==> src/rtl/if_fetch.sv <==
// ============================================================================
// if_fetch -- instruction-fetch stage
//
// Fetches the 32-bit little-endian instruction at `pc` through the byte-wide
// memory-controller port, one byte per granted request. While the word is
// being assembled it holds the PC by raising if_stall_req. Once all four
// bytes are in, the IF/ID register is loaded on the first edge where ID is
// not stalled. A taken branch from EX (ifjump) abandons the in-flight fetch.
//
// Optional feature macro: ICACHE_EN
//   When defined, a direct-mapped cache of 2**ICACHE_IDX_W words sits in
//   front of the memory port. A hit completes the fetch in one cycle with no
//   memory traffic. A miss refills the entry when the fetch completes.
//   When undefined, there is no storage and every fetch takes the byte path.
//
// Parameters
//   ICACHE_IDX_W  log2 of the cache entry count (used with ICACHE_EN only)
//
// Ports
//   clk           clock
//   rst           asynchronous active-low reset
//   rdy           global ready; low freezes every register and the request
//   stall[5:0]    stall_ctrl vector; stall[1] holds the IF/ID register
//   pc[31:0]      address of the instruction to fetch
//   ifjump        EX branch taken; flushes this stage
//   mem_req       byte read request
//   mem_addr      byte address of the request (pc + bytes issued, wraps)
//   mem_gnt       request accepted this cycle
//   mem_valid     read byte valid (one cycle after each grant)
//   mem_data[7:0] read byte
//   if_stall_req  fetch not complete; hold the PC
//   id_pc         IF/ID instruction address
//   id_inst       IF/ID instruction word
//   id_valid      IF/ID holds a real instruction
// ============================================================================

// ----------------------------------------------------------------------------
// One byte lane of the assembly buffer. A cache fill loads all lanes at once;
// a memory return loads only the lane selected by the receive counter.
// ----------------------------------------------------------------------------
module if_fetch_lane (
    input  logic       clk,
    input  logic       rst,
    input  logic       wr_fill,
    input  logic       wr_mem,
    input  logic [7:0] fill_byte,
    input  logic [7:0] mem_byte,
    output logic [7:0] q
);
    always_ff @(posedge clk or negedge rst) begin
        if (!rst)
            q <= 8'h00;
        else if (wr_fill)
            q <= fill_byte;
        else if (wr_mem)
            q <= mem_byte;
    end
endmodule

// ----------------------------------------------------------------------------
// Fetch stage top
// ----------------------------------------------------------------------------
module if_fetch #(
    parameter int ICACHE_IDX_W = 6
) (
    input  logic        clk,
    input  logic        rst,
    input  logic        rdy,
    input  logic [5:0]  stall,
    input  logic [31:0] pc,
    input  logic        ifjump,
    output logic        mem_req,
    output logic [31:0] mem_addr,
    input  logic        mem_gnt,
    input  logic        mem_valid,
    input  logic [7:0]  mem_data,
    output logic        if_stall_req,
    output logic [31:0] id_pc,
    output logic [31:0] id_inst,
    output logic        id_valid
);
    localparam int NUM_LANES = 4;

    typedef enum logic {
        S_FETCH = 1'b0,
        S_DONE  = 1'b1
    } state_t;

    state_t                         state;
    logic [2:0]                     issued;    // bytes requested and granted, 0..4
    logic [2:0]                     recv;      // bytes returned, 0..4
    logic [NUM_LANES-1:0][7:0]      buf_q;     // assembly buffer, byte k at lane k

    logic                           in_fetch;
    logic                           active;    // rdy high and no flush this cycle
    logic                           hit;       // cache supplies the word this cycle
    logic [NUM_LANES-1:0][7:0]      fill_word;
    logic                           take_byte; // a returned byte is accepted
    logic                           fill_en;

    // Only stall[1] concerns this stage.
    logic unused_stall;
    assign unused_stall = ^{stall[5:2], stall[0]};

    assign in_fetch     = (state == S_FETCH);
    assign active       = rdy & ~ifjump;
    assign if_stall_req = in_fetch;

    // ifjump kills the request combinationally so nothing is issued in the
    // flush cycle; a hit suppresses memory traffic entirely.
    assign mem_req   = in_fetch & (issued < 3'd4) & active & ~hit;
    assign mem_addr  = pc + {29'd0, issued};

    // Bytes landing during a flush are dropped; bytes beyond the fourth
    // cannot occur but are guarded against anyway.
    assign take_byte = active & in_fetch & mem_valid & (recv < 3'd4);
    assign fill_en   = active & hit;

`ifdef ICACHE_EN
    // ------------------------------------------------------------------------
    // Direct-mapped word cache. Valid bits live in resettable flops; tag and
    // data arrays carry no reset so they can map onto RAM.
    // ------------------------------------------------------------------------
    localparam int DEPTH = 1 << ICACHE_IDX_W;
    localparam int TAG_W = 30 - ICACHE_IDX_W;

    logic [DEPTH-1:0]             c_valid;
    logic [TAG_W-1:0]             c_tag  [DEPTH];
    logic [31:0]                  c_data [DEPTH];

    logic [ICACHE_IDX_W-1:0]      c_idx;
    logic [TAG_W-1:0]             c_tagin;
    logic                         c_wr;
    logic [31:0]                  c_wdata;

    assign c_idx   = pc[ICACHE_IDX_W+1:2];
    assign c_tagin = pc[31:ICACHE_IDX_W+2];

    // Lookup only at the very start of a fetch, before any byte has moved.
    assign hit = in_fetch & (issued == 3'd0) & (recv == 3'd0) &
                 c_valid[c_idx] & (c_tag[c_idx] == c_tagin);
    assign fill_word = c_data[c_idx];

    // Refill on the edge that completes a miss: the fourth byte is still on
    // mem_data, so splice it onto the three already buffered.
    assign c_wr    = take_byte & (recv == 3'd3);
    assign c_wdata = {mem_data, buf_q[2], buf_q[1], buf_q[0]};

    always_ff @(posedge clk or negedge rst) begin
        if (!rst)
            c_valid <= '0;
        else if (c_wr)
            c_valid[c_idx] <= 1'b1;
    end

    always_ff @(posedge clk) begin
        if (c_wr) begin
            c_tag[c_idx]  <= c_tagin;
            c_data[c_idx] <= c_wdata;
        end
    end
`else
    localparam int unused_idx_w = ICACHE_IDX_W;
    assign hit       = 1'b0;
    assign fill_word = '0;
`endif

    // ------------------------------------------------------------------------
    // Assembly buffer: one lane per byte of the instruction word.
    // ------------------------------------------------------------------------
    for (genvar i = 0; i < NUM_LANES; i++) begin : g_lane
        logic wr_mem_i;
        assign wr_mem_i = take_byte & (recv[1:0] == 2'(i));

        if_fetch_lane u_lane (
            .clk       (clk),
            .rst       (rst),
            .wr_fill   (fill_en),
            .wr_mem    (wr_mem_i),
            .fill_byte (fill_word[i]),
            .mem_byte  (mem_data),
            .q         (buf_q[i])
        );
    end

    // ------------------------------------------------------------------------
    // Control FSM and IF/ID register.
    // ------------------------------------------------------------------------
    always_ff @(posedge clk or negedge rst) begin
        if (!rst) begin
            state    <= S_FETCH;
            issued   <= 3'd0;
            recv     <= 3'd0;
            id_pc    <= 32'd0;
            id_inst  <= 32'd0;
            id_valid <= 1'b0;
        end else if (rdy) begin
            if (ifjump) begin
                // Flush wins over everything, including a held ID stage.
                state    <= S_FETCH;
                issued   <= 3'd0;
                recv     <= 3'd0;
                id_valid <= 1'b0;
            end else begin
                case (state)
                    S_FETCH: begin
                        // Nothing ready for ID yet: pass a bubble unless held.
                        if (!stall[1])
                            id_valid <= 1'b0;
                        if (hit) begin
                            state <= S_DONE;
                        end else begin
                            if (mem_req && mem_gnt)
                                issued <= issued + 3'd1;
                            if (take_byte) begin
                                recv <= recv + 3'd1;
                                if (recv == 3'd3)
                                    state <= S_DONE;
                            end
                        end
                    end
                    S_DONE: begin
                        // The PC register advances on this same edge, so the
                        // next fetch starts from the new pc next cycle.
                        if (!stall[1]) begin
                            id_pc    <= pc;
                            id_inst  <= buf_q;
                            id_valid <= 1'b1;
                            issued   <= 3'd0;
                            recv     <= 3'd0;
                            state    <= S_FETCH;
                        end
                    end
                    default: state <= S_FETCH;
                endcase
            end
        end
    end

endmodule

==> config.mk <==
export PLATFORM = sky130hd
export DESIGN_NAME = if_fetch
export DESIGN_NICKNAME = d
export VERILOG_FILES = /design/src/rtl/if_fetch.sv
export SDC_FILE = /design/constraint.sdc
export NUM_CORES = 1
export LEC_CHECK = 0
export BUFFER_PORTS_ARGS = -buffer_cell sky130_fd_sc_hd__buf_2
export CORE_MARGIN = 2
export CORE_UTILIZATION = 45
export CTS_CLUSTER_DIAMETER = 60
export CTS_CLUSTER_SIZE = 12
export DETAILED_ROUTE_END_ITERATION = 7
export GPL_TIMING_DRIVEN = 0
export PLACE_DENSITY_LB_ADDON = 0.1
export SYNTH_ARGS = -nofsm -noshare
export SYNTH_HDL_FRONTEND = slang
export SYNTH_SLANG_ARGS = --single-unit
==> constraint.sdc <==
create_clock -name clk -period 3.5 [get_ports clk]
set_input_delay 0.35 -clock clk [delete_from_list [all_inputs] [get_ports clk]]
set_output_delay 0.35 -clock clk [all_outputs]
set_load 0.005 [all_outputs]
Word-level counts from Yosys, hierarchy flattened. Cells that the tools add are included.

Bits in registers: 104. Input port bits: 52. Output and inout port bits: 99. Word-level logic and storage cells: 58.

Add/subtract/negate cells: 3. Order comparisons: 2. Eq/ne operators: 8. Mux-type cells: 16. Bitwise operators: 13. Reductions and logical operators: 6.

Operators by type and width (number): $add A32 B3 Y32 (1); $mux W3 (5); $pmux W3 S2 (2); $and A1 B1 Y1 (10); $reduce_and A3 Y1 (3); $mux W1 (7); $add A3 B1 Y3 const B (2); $lt A3 B3 Y1 const B (2); $ne A3 B2 Y1 const B (2); $ne A3 B3 Y1 const B (2); $eq A2 B2 Y1 const B (2); $pmux W1 S2 (2); $reduce_and A4 Y1 (1); $eq A3 B2 Y1 const B (1); $not A1 Y1 (3); $eq A2 B1 Y1 const B (1); $logic_not A2 Y1 (1); $logic_and A1 B1 Y1 (1).

Depth between registers and ports, before layout.
Depth in word-level cells: 8. Depth in mapped cells: 6.

Cells and area by module. From an unflattened synthesis, not the netlist that was laid out.

Cells, all modules: 420. Area, all modules: 5094.9 µm².

Modules (own cells, without submodules): if_fetch (times used 1, cells each 284, area an instance 3603.5 µm²); if_fetch_lane (times used 4, cells each 34, area an instance 372.9 µm²).

Worst setup path before layout. OpenSTA, ideal clock, no wires.

Kind: flip-flop to output port. Start point: register issued[0]. End point: output mem_addr[26]. Arrival: 1.600 ns. Data required time: 3.150 ns. Setup slack: 1.550 ns. Cell stages (with the launch flop): 7. Cells stage by stage: dfrtp_1 -> ha_1 -> fa_1 -> a21o_1 -> nand4_1 -> nor3_1 -> xor2_1.

Cells in the longest elaborated chain, start to end: 1.

Ends and longest elaborated chain: start, declared (line 90) `logic [2:0] issued;`; start signal, assigned (line 214) `issued <= issued + 3'd1;`; $add A32 B3 Y32 (line 112) `assign mem_addr = pc + {29'd0, issued};`; end, declared (line 73) `output logic [31:0] mem_addr,`.

No other way between the ends.

Final worst setup path.
Start point: register issued[0]. End point: output mem_addr[30].

Same word-level chain as after synthesis.

==> impl_metrics.json <==
{
  "ir_drop_v": 0.000261,
  "p_int_mw": 2.00,
  "globalplace.congestion": 0.768,
  "min_path_type": "input port to flip-flop",
  "combPwrFrac": 0.164,
  "tritoncts.num_buffers": 9,
  "io_buffers": 145,
  "postSynthAreaPerCell_um2": 13.7,
  "drtAntennaViolNets": 0,
  "die_area_um2": 11400,
  "status": "finished, final reports clean",
  "max_slew_margin": 0.553,
  "power-per-cell-area_nw_per_um2": 463,
  "core_um2": 10300,
  "clkSlewWorstSetupHoldPaths_ns": 0.11,
  "tightest_slew_ns": 0.668,
  "ys_warn_count": 0,
  "holdWs_ns": 0.192,
  "cp-end-kind": "output port",
  "numClockSinks": 104,
  "swShare": 0.262,
  "via_count": 3283,
  "pwr-share-clk": 0.278,
  "first_pass_iters": 4,
  "regToRegStartpoint": "state",
  "start_util": 0.461,
  "via_per_inst": 5.10,
  "synth_nets": 407,
  "grt_pass1_vias": 3168,
  "worstSkewPairLatency_ns": 0.37,
  "cellLeakagePower_nw": 3.17,
  "cts-root-buf": "clkbuf_8",
  "synth_area_um2": 4740,
  "finalNetCount": 565,
  "grt_pass1_wl_mm": 16.5,
  "ys_types": 39,
  "yosysMostFrequentCell": "dfrtp_1",
  "overflow": 0,
  "first_iter_violations": 143,
  "area_delta_synth_final_pct": 23.9,
  "timing.rr.end": "id_inst[6]",
  "htreeDepth": 3,
  "crit_type": "flip-flop to output port",
  "route.detailed.drc": 0,
  "min_period_ns": 2.66,
  "clockBufferDepth": 2,
  "syn_inst": 345,
  "grt_util_all_layers": 0.190,
  "regToRegSetupSlack_ns": 1.63,
  "drive_above_1_share": 0.533,
  "die_w_um": 107,
  "synth.area.top_cells": "dfrtp_1, mux2_2, xor2_1",
  "fin_tns_setup_ns": 0,
  "ioPinCount": 151,
  "fillers": 910,
  "cts_tree": "yes",
  "postCtsSetupBuffers": 0,
  "cp-startpoint": "issued[0]",
  "crit_fanout": 4,
  "wire_per_inst_um": 16.2,
  "rows": 37,
  "required_ns": 3.15,
  "cts_resized": 0,
  "yosys_register_bits": 104,
  "max_freq_mhz": 376,
  "grt_setup_unrepaired": "false",
  "finalSetupViolations": 0,
  "diodes": 0,
  "synthFlopType": "dfrtp_1",
  "synth_common_cells": "dfrtp_1, mux2_2, xor2_1",
  "start_kind": "flip-flop",
  "post-route-period-util": 0.760,
  "p_seq_frac": 0.558,
  "synth_top_area_cell": "dfrtp_1",
  "dp_slack_ns": 1.19,
  "maxCapViolCount": 0,
  "antenna_found_initial": 0,
  "ff2ff_path_depth": 4,
  "grt_max_degree": 62,
  "fin_ws_ns": 0.840,
  "dieHeight_um": 107,
  "dp_hpwl_mm": 7.76,
  "switchingPower_uw": 713,
  "crit_path_end": "mem_addr[30]",
  "synth-edff-count": 0,
  "ys_async_sr_fraction": 1.00,
  "finalMaxSlewViolations": 0,
  "hold_violations": 0,
  "clock_skew_ns": 0.0186,
  "synth_top_area_frac": 0.550,
  "wirelength_mm": 10.4,
  "synth.yosys.seq_area_share": 0.550,
  "cp.arrival_ns": 2.31
}
## repair_timing
action | CTS | global route
endpoints found under the setup margin | 0 | 0
hold buffers | 1 | 0
endpoints found under the hold margin | 32 | 0
## worst max-delay path: stages (launching register included)
cell and delay (ns):
dfrtp_1 0.42, ha_1 0.22, fa_1 0.43, a21o_1 0.27, nand4_1 0.21, nor3_1 0.10
xor2_1 0.14, buf_2 0.14
## placed cells by master (no fill, tap or decap), drive strengths merged, types with 6 or more instances in the layout
cell type,Yosys,layout
nor4,6,6
inv,10,12
ha,9,9
nor2,11,11
mux2,96,96
nor3,8,8
dfrtp,104,104
buf,8,154
xor2,22,22
xnor2,7,7
nand2,18,18
clkbuf,1,11
nand3,6,6
## metrics by stage
step | utilization | cells | area, µm² | power [mW]
2_1_floorplan | - | 345 | 4740 | 1.79
3_3_place_gp | 0.548 | 626 | 5630 | 1.96
3_5_place_dp | 0.551 | 627 | 5660 | 1.99
4_1_cts | 0.571 | 644 | 5870 | 2.75
5_1_grt | 0.571 | 644 | 5870 | 2.87
6_report | 0.571 | 644 | 5870 | 2.72
## metal layers
layer / share of wire / vias to the layer above / GRT usage
li1: - / 1551 / -
met3: 0.056 / 12 / 0.0328
met5: 0 / - / 0
met1: 0.45 / 1617 / 0.258
met4: 0.018 / 0 / 0.0816
met2: 0.47 / 103 / 0.302
## sequential cells by signal (all words and copies together) (netlist names)
register	flops
g_lane.u_lane.q	32
id_pc	32
id_inst	32
recv	3
state	1
issued	3
id_valid	1
## kinds of logic after synthesis
group | after synthesis | synth area share
and+or+nand+nor | 70 | 0.0882
AOI/OAI and AO/OA | 17 | 0.0272
adders and majority gates | 10 | 0.0280
xor gates and xnor gates | 29 | 0.0536
muxes | 96 | 0.228
buffers and inverters | 19 | 0.0251
DFF | 104 | 0.550
## power by group through the flow
stage | sequential [mW] | clock (mW) | combinational, mW
after CTS | 1.52 | 0.782 | 0.454
after global routing | 1.54 | 0.823 | 0.503
final | 1.52 | 0.755 | 0.445
after detailed placement | 1.54 | 0 | 0.452
after global placement | 1.53 | 0 | 0.431
after floorplan | 1.51 | 0 | 0.278
## cell type report
class                      instances  area, µm²  share of cell area
sequential                       104       2600               0.444
multi-input combinational        222       2010               0.343
timing repair buffer             147        766               0.131
tap                              136        170              0.0290
clock buffer                      10        128              0.0218
buffer                             9       81.3              0.0139
clock inverter                     6       66.3              0.0113
inverter                          10       37.5             0.00640
## how the worst min path moves through the flow
stage	cells after the start	to	startpoint
after floorplan	0	g_lane[0].u_lane.q[0]	rst
after global placement	1	id_inst[11]	id_inst[11]
after detailed placement	1	id_pc[0]	rst
after CTS	2	id_valid	ifjump
after global routing	2	id_valid	ifjump
final	2	id_valid	ifjump
(Power assumes the default switching activity.)
